## config.mk

```make
export PLATFORM = sky130hd
export DESIGN_NAME = hazard_ctrl
export DESIGN_NICKNAME = d
export VERILOG_FILES = /design/src/rtl/hazard_ctrl.sv
export SDC_FILE = /design/constraint.sdc
export NUM_CORES = 1
export LEC_CHECK = 0
export ABC_AREA = 0
export CORE_ASPECT_RATIO = 1.4
export CORE_MARGIN = 5
export CORE_UTILIZATION = 43
export DETAILED_ROUTE_END_ITERATION = 16
export DONT_BUFFER_PORTS = 1
export PLACE_DENSITY = 0.65
export SYNTH_ARGS = -nofsm -noshare
export SYNTH_HDL_FRONTEND = slang
export SYNTH_SLANG_ARGS = --single-unit
```

## constraint.sdc

```tcl
create_clock -name clk -period 2.63 [get_ports clk]
set_input_delay 0.263 -clock clk [delete_from_list [all_inputs] [get_ports clk]]
set_output_delay 0.263 -clock clk [all_outputs]
set_load 0.05 [all_outputs]
```

## src/rtl/hazard_ctrl.sv

```systemverilog
`default_nettype none
// ============================================================================
// Module      : hazard_ctrl
// Description : Pipeline hazard controller for the 5-stage miniLA core.
//               - Load-use detection in ID; stall FSM holds PC and IF/ID and
//                 inserts bubbles into ID/EX for LOAD_USE_STALL cycles.
//               - Taken branch / jump resolved in EX flushes IF/ID and ID/EX.
//               - Operand-forward selects computed in ID and registered so
//                 they reach EX together with the instruction.
// Optional    : HAZARD_PERF_EN - when defined, saturating perf counters for
//               load-use bubble cycles and redirect events are built; when
//               undefined, stall_cnt/flush_cnt are tied to zero.
// Parameters  : LOAD_USE_STALL - bubble cycles per load-use hazard (1..3)
//               CNT_W          - perf counter width
// Ports       : clk, rst_n (async, active-low)
//               id_rs1/id_rs2, id_rs1_used/id_rs2_used : ID source operands
//               ex_rd, ex_wb_ena, ex_is_load            : EX producer
//               mem_rd, mem_wb_ena                      : MEM producer
//               ex_redirect                             : EX branch/jump taken
//               pc_stall, if_id_stall                   : hold PC / IF/ID
//               if_id_flush, id_ex_flush                : load NOP / bubble
//               fwd_rs1_sel, fwd_rs2_sel                : 00 RF, 01 EX/MEM,
//                                                         10 MEM/WB
//               stall_cnt, flush_cnt                    : perf counters
// Revision    : 1.0 - initial release
// ============================================================================
module hazard_ctrl #(
  parameter int LOAD_USE_STALL = 1,
  parameter int CNT_W          = 32
) (
  input  logic             clk,
  input  logic             rst_n,
  input  logic [4:0]       id_rs1,
  input  logic [4:0]       id_rs2,
  input  logic             id_rs1_used,
  input  logic             id_rs2_used,
  input  logic [4:0]       ex_rd,
  input  logic [4:0]       mem_rd,
  input  logic             ex_wb_ena,
  input  logic             mem_wb_ena,
  input  logic             ex_is_load,
  input  logic             ex_redirect,
  output logic             pc_stall,
  output logic             if_id_stall,
  output logic             if_id_flush,
  output logic             id_ex_flush,
  output logic [1:0]       fwd_rs1_sel,
  output logic [1:0]       fwd_rs2_sel,
  output logic [CNT_W-1:0] stall_cnt,
  output logic [CNT_W-1:0] flush_cnt
);

  typedef enum logic [0:0] {
    ST_RUN   = 1'b0,
    ST_STALL = 1'b1
  } state_t;

  // Remaining bubbles after the first one, which is issued from RUN.
  localparam logic [1:0] CNT_INIT = 2'(LOAD_USE_STALL - 1);

  localparam logic [1:0] SEL_RF  = 2'b00;
  localparam logic [1:0] SEL_EX  = 2'b01;
  localparam logic [1:0] SEL_MEM = 2'b10;

  state_t     state_q, state_d;
  logic [1:0] cnt_q, cnt_d;
  logic [1:0] fwd_rs1_sel_q, fwd_rs1_sel_d;
  logic [1:0] fwd_rs2_sel_q, fwd_rs2_sel_d;

  logic ex_hit1, ex_hit2, mem_hit1, mem_hit2;
  logic load_use;
  logic lu_bubble;   // this cycle's ID/EX bubble is caused by a load-use stall

  // --------------------------------------------------------------------------
  // Hazard detection. Register x0 is never a real dependency.
  // --------------------------------------------------------------------------
  always_comb begin
    ex_hit1  = id_rs1_used && (id_rs1 != 5'd0) && ex_wb_ena  && (ex_rd  == id_rs1);
    ex_hit2  = id_rs2_used && (id_rs2 != 5'd0) && ex_wb_ena  && (ex_rd  == id_rs2);
    mem_hit1 = id_rs1_used && (id_rs1 != 5'd0) && mem_wb_ena && (mem_rd == id_rs1);
    mem_hit2 = id_rs2_used && (id_rs2 != 5'd0) && mem_wb_ena && (mem_rd == id_rs2);
    // ex_hit already implies ex_rd != 0, so both operands hitting yields one stall.
    load_use = ex_is_load && (ex_hit1 || ex_hit2);
  end

  // --------------------------------------------------------------------------
  // Stall / flush FSM: next state and outputs.
  // --------------------------------------------------------------------------
  always_comb begin
    state_d     = state_q;
    cnt_d       = cnt_q;
    pc_stall    = 1'b0;
    if_id_stall = 1'b0;
    if_id_flush = 1'b0;
    id_ex_flush = 1'b0;
    lu_bubble   = 1'b0;

    if (!rst_n) begin
      // Outputs stay quiet while reset is asserted, whatever the inputs do.
      state_d = ST_RUN;
      cnt_d   = 2'd0;
    end else if (ex_redirect) begin
      // The instruction held in ID is on the wrong path: drop it and any
      // remaining stall cycles, and let the PC take the redirect target.
      if_id_flush = 1'b1;
      id_ex_flush = 1'b1;
      state_d     = ST_RUN;
      cnt_d       = 2'd0;
    end else begin
      case (state_q)
        ST_RUN: begin
          if (load_use) begin
            pc_stall    = 1'b1;
            if_id_stall = 1'b1;
            id_ex_flush = 1'b1;
            lu_bubble   = 1'b1;
            if (LOAD_USE_STALL > 1) begin
              state_d = ST_STALL;
              cnt_d   = CNT_INIT;
            end
          end
        end
        ST_STALL: begin
          pc_stall    = 1'b1;
          if_id_stall = 1'b1;
          id_ex_flush = 1'b1;
          lu_bubble   = 1'b1;
          cnt_d       = cnt_q - 2'd1;
          if (cnt_q <= 2'd1) begin
            state_d = ST_RUN;
          end
        end
        default: begin
          state_d = ST_RUN;
          cnt_d   = 2'd0;
        end
      endcase
    end
  end

  // --------------------------------------------------------------------------
  // Forward selects. EX/MEM wins over MEM/WB because it is the younger
  // producer. A bubble entering ID/EX carries no operands, so it gets RF.
  // --------------------------------------------------------------------------
  always_comb begin
    fwd_rs1_sel_d = SEL_RF;
    fwd_rs2_sel_d = SEL_RF;
    if (!id_ex_flush) begin
      if (ex_hit1) begin
        fwd_rs1_sel_d = SEL_EX;
      end else if (mem_hit1) begin
        fwd_rs1_sel_d = SEL_MEM;
      end
      if (ex_hit2) begin
        fwd_rs2_sel_d = SEL_EX;
      end else if (mem_hit2) begin
        fwd_rs2_sel_d = SEL_MEM;
      end
    end
  end

  always_ff @(posedge clk or negedge rst_n) begin
    if (!rst_n) begin
      state_q       <= ST_RUN;
      cnt_q         <= 2'd0;
      fwd_rs1_sel_q <= SEL_RF;
      fwd_rs2_sel_q <= SEL_RF;
    end else begin
      state_q       <= state_d;
      cnt_q         <= cnt_d;
      fwd_rs1_sel_q <= fwd_rs1_sel_d;
      fwd_rs2_sel_q <= fwd_rs2_sel_d;
    end
  end

  assign fwd_rs1_sel = fwd_rs1_sel_q;
  assign fwd_rs2_sel = fwd_rs2_sel_q;

  // --------------------------------------------------------------------------
  // Performance counters (saturating, cleared only by reset).
  // --------------------------------------------------------------------------
`ifdef HAZARD_PERF_EN
  localparam logic [CNT_W-1:0] CNT_ONE = {{(CNT_W-1){1'b0}}, 1'b1};

  logic [CNT_W-1:0] stall_cnt_q, stall_cnt_d;
  logic [CNT_W-1:0] flush_cnt_q, flush_cnt_d;

  always_comb begin
    stall_cnt_d = stall_cnt_q;
    flush_cnt_d = flush_cnt_q;
    if (lu_bubble && (stall_cnt_q != {CNT_W{1'b1}})) begin
      stall_cnt_d = stall_cnt_q + CNT_ONE;
    end
    if (rst_n && ex_redirect && (flush_cnt_q != {CNT_W{1'b1}})) begin
      flush_cnt_d = flush_cnt_q + CNT_ONE;
    end
  end

  always_ff @(posedge clk or negedge rst_n) begin
    if (!rst_n) begin
      stall_cnt_q <= '0;
      flush_cnt_q <= '0;
    end else begin
      stall_cnt_q <= stall_cnt_d;
      flush_cnt_q <= flush_cnt_d;
    end
  end

  assign stall_cnt = stall_cnt_q;
  assign flush_cnt = flush_cnt_q;
`else
  assign stall_cnt = '0;
  assign flush_cnt = '0;
`endif

endmodule
`default_nettype wire

```

After elaboration in Yosys (flattened, before gate mapping)
Index checks and enable logic that the tools add are counted.
{"block": "totals", "ff_bits": 7, "latchBits": 0, "ramBits": 0, "mem_bits_ro": 0, "elab_cells": 47, "mem_count": 0}
{"block": "op_classes", "n_addsub": 1, "mul": 0, "n_div": 0, "n_lt_le_gt_ge": 1, "eq_ne": 5, "shift": 0, "muxes": 21, "bitwise": 1, "n_reduce_logical": 14}
{"operator": "$eq A5 B5 Y1", "count": 4}
{"operator": "$mux W2", "count": 9}
{"operator": "$logic_and A1 B1 Y1", "count": 11}
{"operator": "$mux W1", "count": 11}
{"operator": "$reduce_bool A5 Y1", "count": 2}
{"operator": "$ne A3 B1 Y1 const B", "count": 1}
{"operator": "$le A2 B1 Y1 const B", "count": 1}
{"operator": "$pmux W1 S2", "count": 1}
{"operator": "$sub A2 B1 Y2 const B", "count": 1}
{"operator": "$logic_or A1 B1 Y1", "count": 1}
{"operator": "$not A1 Y1", "count": 1}

Logic depth before layout (Yosys ltp)
{"block": "logic_depth", "depth_word": 11, "mapped_depth": 5, "mapped_depth_nobuf": 4}

Worst setup path before layout
No wires, ideal clock.
{"block": "synth_path", "path_kind": "input to output", "start": "input ex_rd[1]", "end": "output pc_stall", "arrival_ns": 2.685, "slack_ns": -0.318, "cell_stages": 5, "n_path_buf": 1, "cell_sequence": "xor2_1 nor4_2 nand4b_2 a311oi_1 buf_4"}
{"block": "synth_via", "elab_chain_len": 8, "word_cells_on_any_way": 10, "classes_between": "2 x eq/ne; 4 x mux; 4 x reduce/logical"}
{"element": "start, declared", "line_no": "37", "text": "input logic [4:0] ex_rd,"}
{"element": "$eq A5 B5 Y1 (on tied branches)", "line_no": "78, 79"}
{"element": "$logic_and A1 B1 Y1 (on tied branches)", "line_no": "78, 79"}
{"element": "$logic_or A1 B1 Y1 *", "line_no": "83", "text": "load_use = ex_is_load && (ex_hit1 || ex_hit2);"}
{"element": "$logic_and A1 B1 Y1 *", "line_no": "83"}
{"element": "$mux W1 *"}
{"element": "$pmux W1 S2 *"}
{"element": "$mux W1 * (2 in series)"}
{"element": "end, declared", "line_no": "43", "text": "output logic pc_stall,"}
Every way passes the cells marked *; elsewhere a longest branch is shown, timed or not.

Worst setup path after layout
{"block": "layout_path", "start": "input ex_rd[1]", "end": "output if_id_stall"}
{"block": "layout_via", "elab_chain_len": 8, "word_cells_on_any_way": 10, "classes_between": "2 x eq/ne; 4 x mux; 4 x reduce/logical"}
{"element": "$eq A5 B5 Y1 (on tied branches)", "line_no": "78, 79"}
{"element": "$logic_and A1 B1 Y1 (on tied branches)", "line_no": "78, 79"}
{"element": "$logic_or A1 B1 Y1 *", "line_no": "83"}
{"element": "$logic_and A1 B1 Y1 *", "line_no": "83"}
{"element": "$mux W1 *", "line_no": "112", "text": "if (load_use) begin"}
{"element": "$pmux W1 S2 *", "line_no": "110", "text": "case (state_q)"}
{"element": "$mux W1 *", "line_no": "102", "text": "end else if (ex_redirect) begin"}
{"element": "$mux W1 *", "line_no": "98", "text": "if (!rst_n) begin"}
{"element": "end, declared", "line_no": "44", "text": "output logic if_id_stall,"}
Marks and branches as above.

==> run metrics <==
result of the run finished clean; Die Area 3720 um2; chip width 53.0 um; antenna violations before repair 0; maximum number of pins on one net before global-route repair 9; number of buffers added by the clock tree synthesis step 3; final weighted congestion in routability-driven placement 0.764; Boundary Pins 100; fraction of synthesis flops using an asynchronous set or reset pin 1.00; post-CTS sizing 0; post-DR wirelength/cell 13.0 um; final antenna-violating net count 0; placeable core area 2440 um2; final-layout setup total negative slack 0 ps; sequential share of the synthesized area 0.157; path class of the lowest-slack min-delay path in -> reg; final cycle utilization of the critical path 0.709; hold bufs inserted after CTS 1; clock-pin slew of the registers on the worst-case setup and hold paths 50 ps; via count of the first global-routing pass 674; clock sink count 7; CTS tree yes; fmax 536 MHz; number of storage elements in the synthesis netlist 7; Core Rows 21; number of buffers inserted by port buffering 0; number of max-cap violations 0; layout overhead on the synthesized area -12.9%; critical path launch point type primary input; Final Power 0.466 mW; total DRC errors in the routed layout 0; Setup Buffers After CTS 0; Power per Cell Area 481 nW/um2; maximum resistive drop on vdd 0.000176 V; number of distinct standard cells referenced by the synthesized netlist 27; DR iter-0 viols 11; router iterations before antenna repair 4; worst reg-to-reg setup slack 1310 ps; number of cells produced by synthesis 130; Vert. Die Dim 70.2 um; first-pass GRT wire length 3190 um; CTS Buffer Depth 2; total wire length 2180 um; maximum fanout encountered on the critical timing path 5; global-route usage over all layers 0.116; leakage 0.494 nW; post-synthesis average cell area 8.57 um2; final setup vio count 0; Inserted Diodes 0; nature of the critical path endpoint output pin; placed wire-length estimate after detailed placement 2000 um; Initial Util 0.456; Post-synth EDFFs 0; Final Hold Violating Endpoints 0; time the worst path needs with I/O delays and setup 1870 ps; fraction of layout cells with a size suffix above 1 0.104; netlist area before placement 1110 um2; grt total ovfl 0; YS warnings 0; final layout net count 164; total number of H-tree levels 1; start-to-end type of the worst setup path in -> out; total via count in the routed design 672; Post-Route Skew 3.48 ps; clock latency on the worst-skew pair 260 ps; number of pins exceeding their max-slew limit in the final report 0; CP Data Arrival Time 1600 ps; setup repair after global routing missed its margin false; data required time at the worst endpoint 2370 ps; Root Buffer sky130_fd_sc_hd__clkbuf_4; average via count per standard cell 4.00; predominant post-synthesis flop cell sky130_fd_sc_hd__dfrtp_1
-- power breakdown --
group	internal [mW]	switching, mW	total (mW)	leakage, nW
clock network	0.0579	0.0407	0.0986	0.0150
registers	0.108	0.00172	0.110	0.0978
logic	0.0291	0.228	0.257	0.381
-- registers in the layout (all words and copies together) (netlist names) --
signal and flops:
cnt_q 2, state_q 1, fwd_rs1_sel 2, fwd_rs2_sel 2
-- layout by cell type (no fill, tap or decap) --
cell / Yosys / routed
sky130_fd_sc_hd__and2_1: 1 / 1
sky130_fd_sc_hd__buf_4: 65 / 2
sky130_fd_sc_hd__or4_4: 2 / 2
sky130_fd_sc_hd__inv_1: 2 / 2
sky130_fd_sc_hd__nand3_1: 2 / 2
sky130_fd_sc_hd__o21ai_2: 2 / 2
sky130_fd_sc_hd__clkbuf_4: 0 / 3
sky130_fd_sc_hd__nand4_1: 2 / 2
sky130_fd_sc_hd__a311oi_4: 0 / 1
sky130_fd_sc_hd__a31oi_1: 1 / 1
sky130_fd_sc_hd__nand2b_1: 1 / 1
sky130_fd_sc_hd__o211a_1: 2 / 2
sky130_fd_sc_hd__nand2_1: 1 / 1
sky130_fd_sc_hd__nand4b_2: 2 / 2
sky130_fd_sc_hd__xor2_1: 8 / 8
sky130_fd_sc_hd__o31ai_1: 1 / 1
sky130_fd_sc_hd__dlygate4sd3_1: 0 / 1
sky130_fd_sc_hd__nor3_1: 2 / 2
sky130_fd_sc_hd__nor4_2: 2 / 2
sky130_fd_sc_hd__mux2i_1: 1 / 1
sky130_fd_sc_hd__dfrtp_1: 7 / 7
sky130_fd_sc_hd__ha_1: 1 / 1
sky130_fd_sc_hd__nor2_1: 6 / 6
sky130_fd_sc_hd__o21ai_0: 1 / 1
sky130_fd_sc_hd__clkbuf_1: 1 / 1
sky130_fd_sc_hd__nor4_1: 1 / 1
sky130_fd_sc_hd__conb_1: 1 / 64
sky130_fd_sc_hd__o31a_1: 1 / 1
sky130_fd_sc_hd__xnor2_1: 13 / 13
-- metrics by stage --
step	setup slack (ps)	std cells	util	hold slack, ps	cell area, um2
after floorplan	281	193	-	-32.6	1360
after global placement	767	163	0.382	-32.4	933
after detailed placement	743	163	0.382	-32.3	933
after CTS	741	168	0.397	194	970
after global routing	625	168	0.397	191	970
final	764	168	0.397	203	970
-- worst max-delay path: stages --
cell,delay [ps]
sky130_fd_sc_hd__xor2_1,140
sky130_fd_sc_hd__nor4_2,310
sky130_fd_sc_hd__nand4b_2,240
sky130_fd_sc_hd__a311oi_4,320
sky130_fd_sc_hd__buf_4,330
-- layer usage --
layer  track usage  up-vias  routed length [um]
met1         0.101      307                 586
met5             0        -                   0
met3        0.0447        4                 360
met4        0.0710        0                  43
met2         0.209       54                1190
li1              -      307                   -
-- cell usage after synthesis (all sizes together) (2+ instances only) --
library cell | count | area [um2]
nor4 | 3 | 31.3
nand3 | 2 | 10.0
o211a | 2 | 20.0
nor3 | 2 | 10.0
xor2 | 8 | 70.1
inv | 2 | 7.51
nand4 | 2 | 12.5
xnor2 | 13 | 114
o21ai | 3 | 22.5
nor2 | 6 | 22.5
nand4b | 2 | 30.0
or4 | 2 | 22.5
buf | 65 | 488
dfrtp | 7 | 175
-- worst paths after layout --
| path | from | end | cells past startpoint |
|---|---|---|---|
| setup / recovery | ex_rd[1] | if_id_stall | 5 |
| hold / removal | ex_redirect | fwd_rs2_sel[0]$_DFF_PN0_ | 2 |
| setup reg to reg | state_q$_DFF_PN0_ | fwd_rs1_sel[1]$_DFF_PN0_ | 4 |
| hold reg to reg | cnt_q[1]$_DFFE_PN0P_ | cnt_q[1]$_DFFE_PN0P_ | 2 |
| max in group asynchronous | rst_n | state_q$_DFF_PN0_ | 1 |
| min in group asynchronous | rst_n | fwd_rs1_sel[1]$_DFF_PN0_ | 1 |
-- layout make-up --
type	instances	area (um2)
fill	262	1470
sequential	7	175
clock buffer	4	26.3
timing repair buffer	3	25.0
inverter	2	7.51
tap	34	42.5
multi-input combinational	118	693
-- cells by family after synthesis --
logic type / count (synthesis) / share of synthesized area
flops: 7 / 0.157
other cells: 1 / 0.00337
buf+inv: 68 / 0.448
xor+xnor: 21 / 0.165
fa+ha+maj: 1 / 0.0112
simple gates: 22 / 0.139
compound gates: 9 / 0.0663
mux: 1 / 0.00899
(Power assumes the default switching activity.)
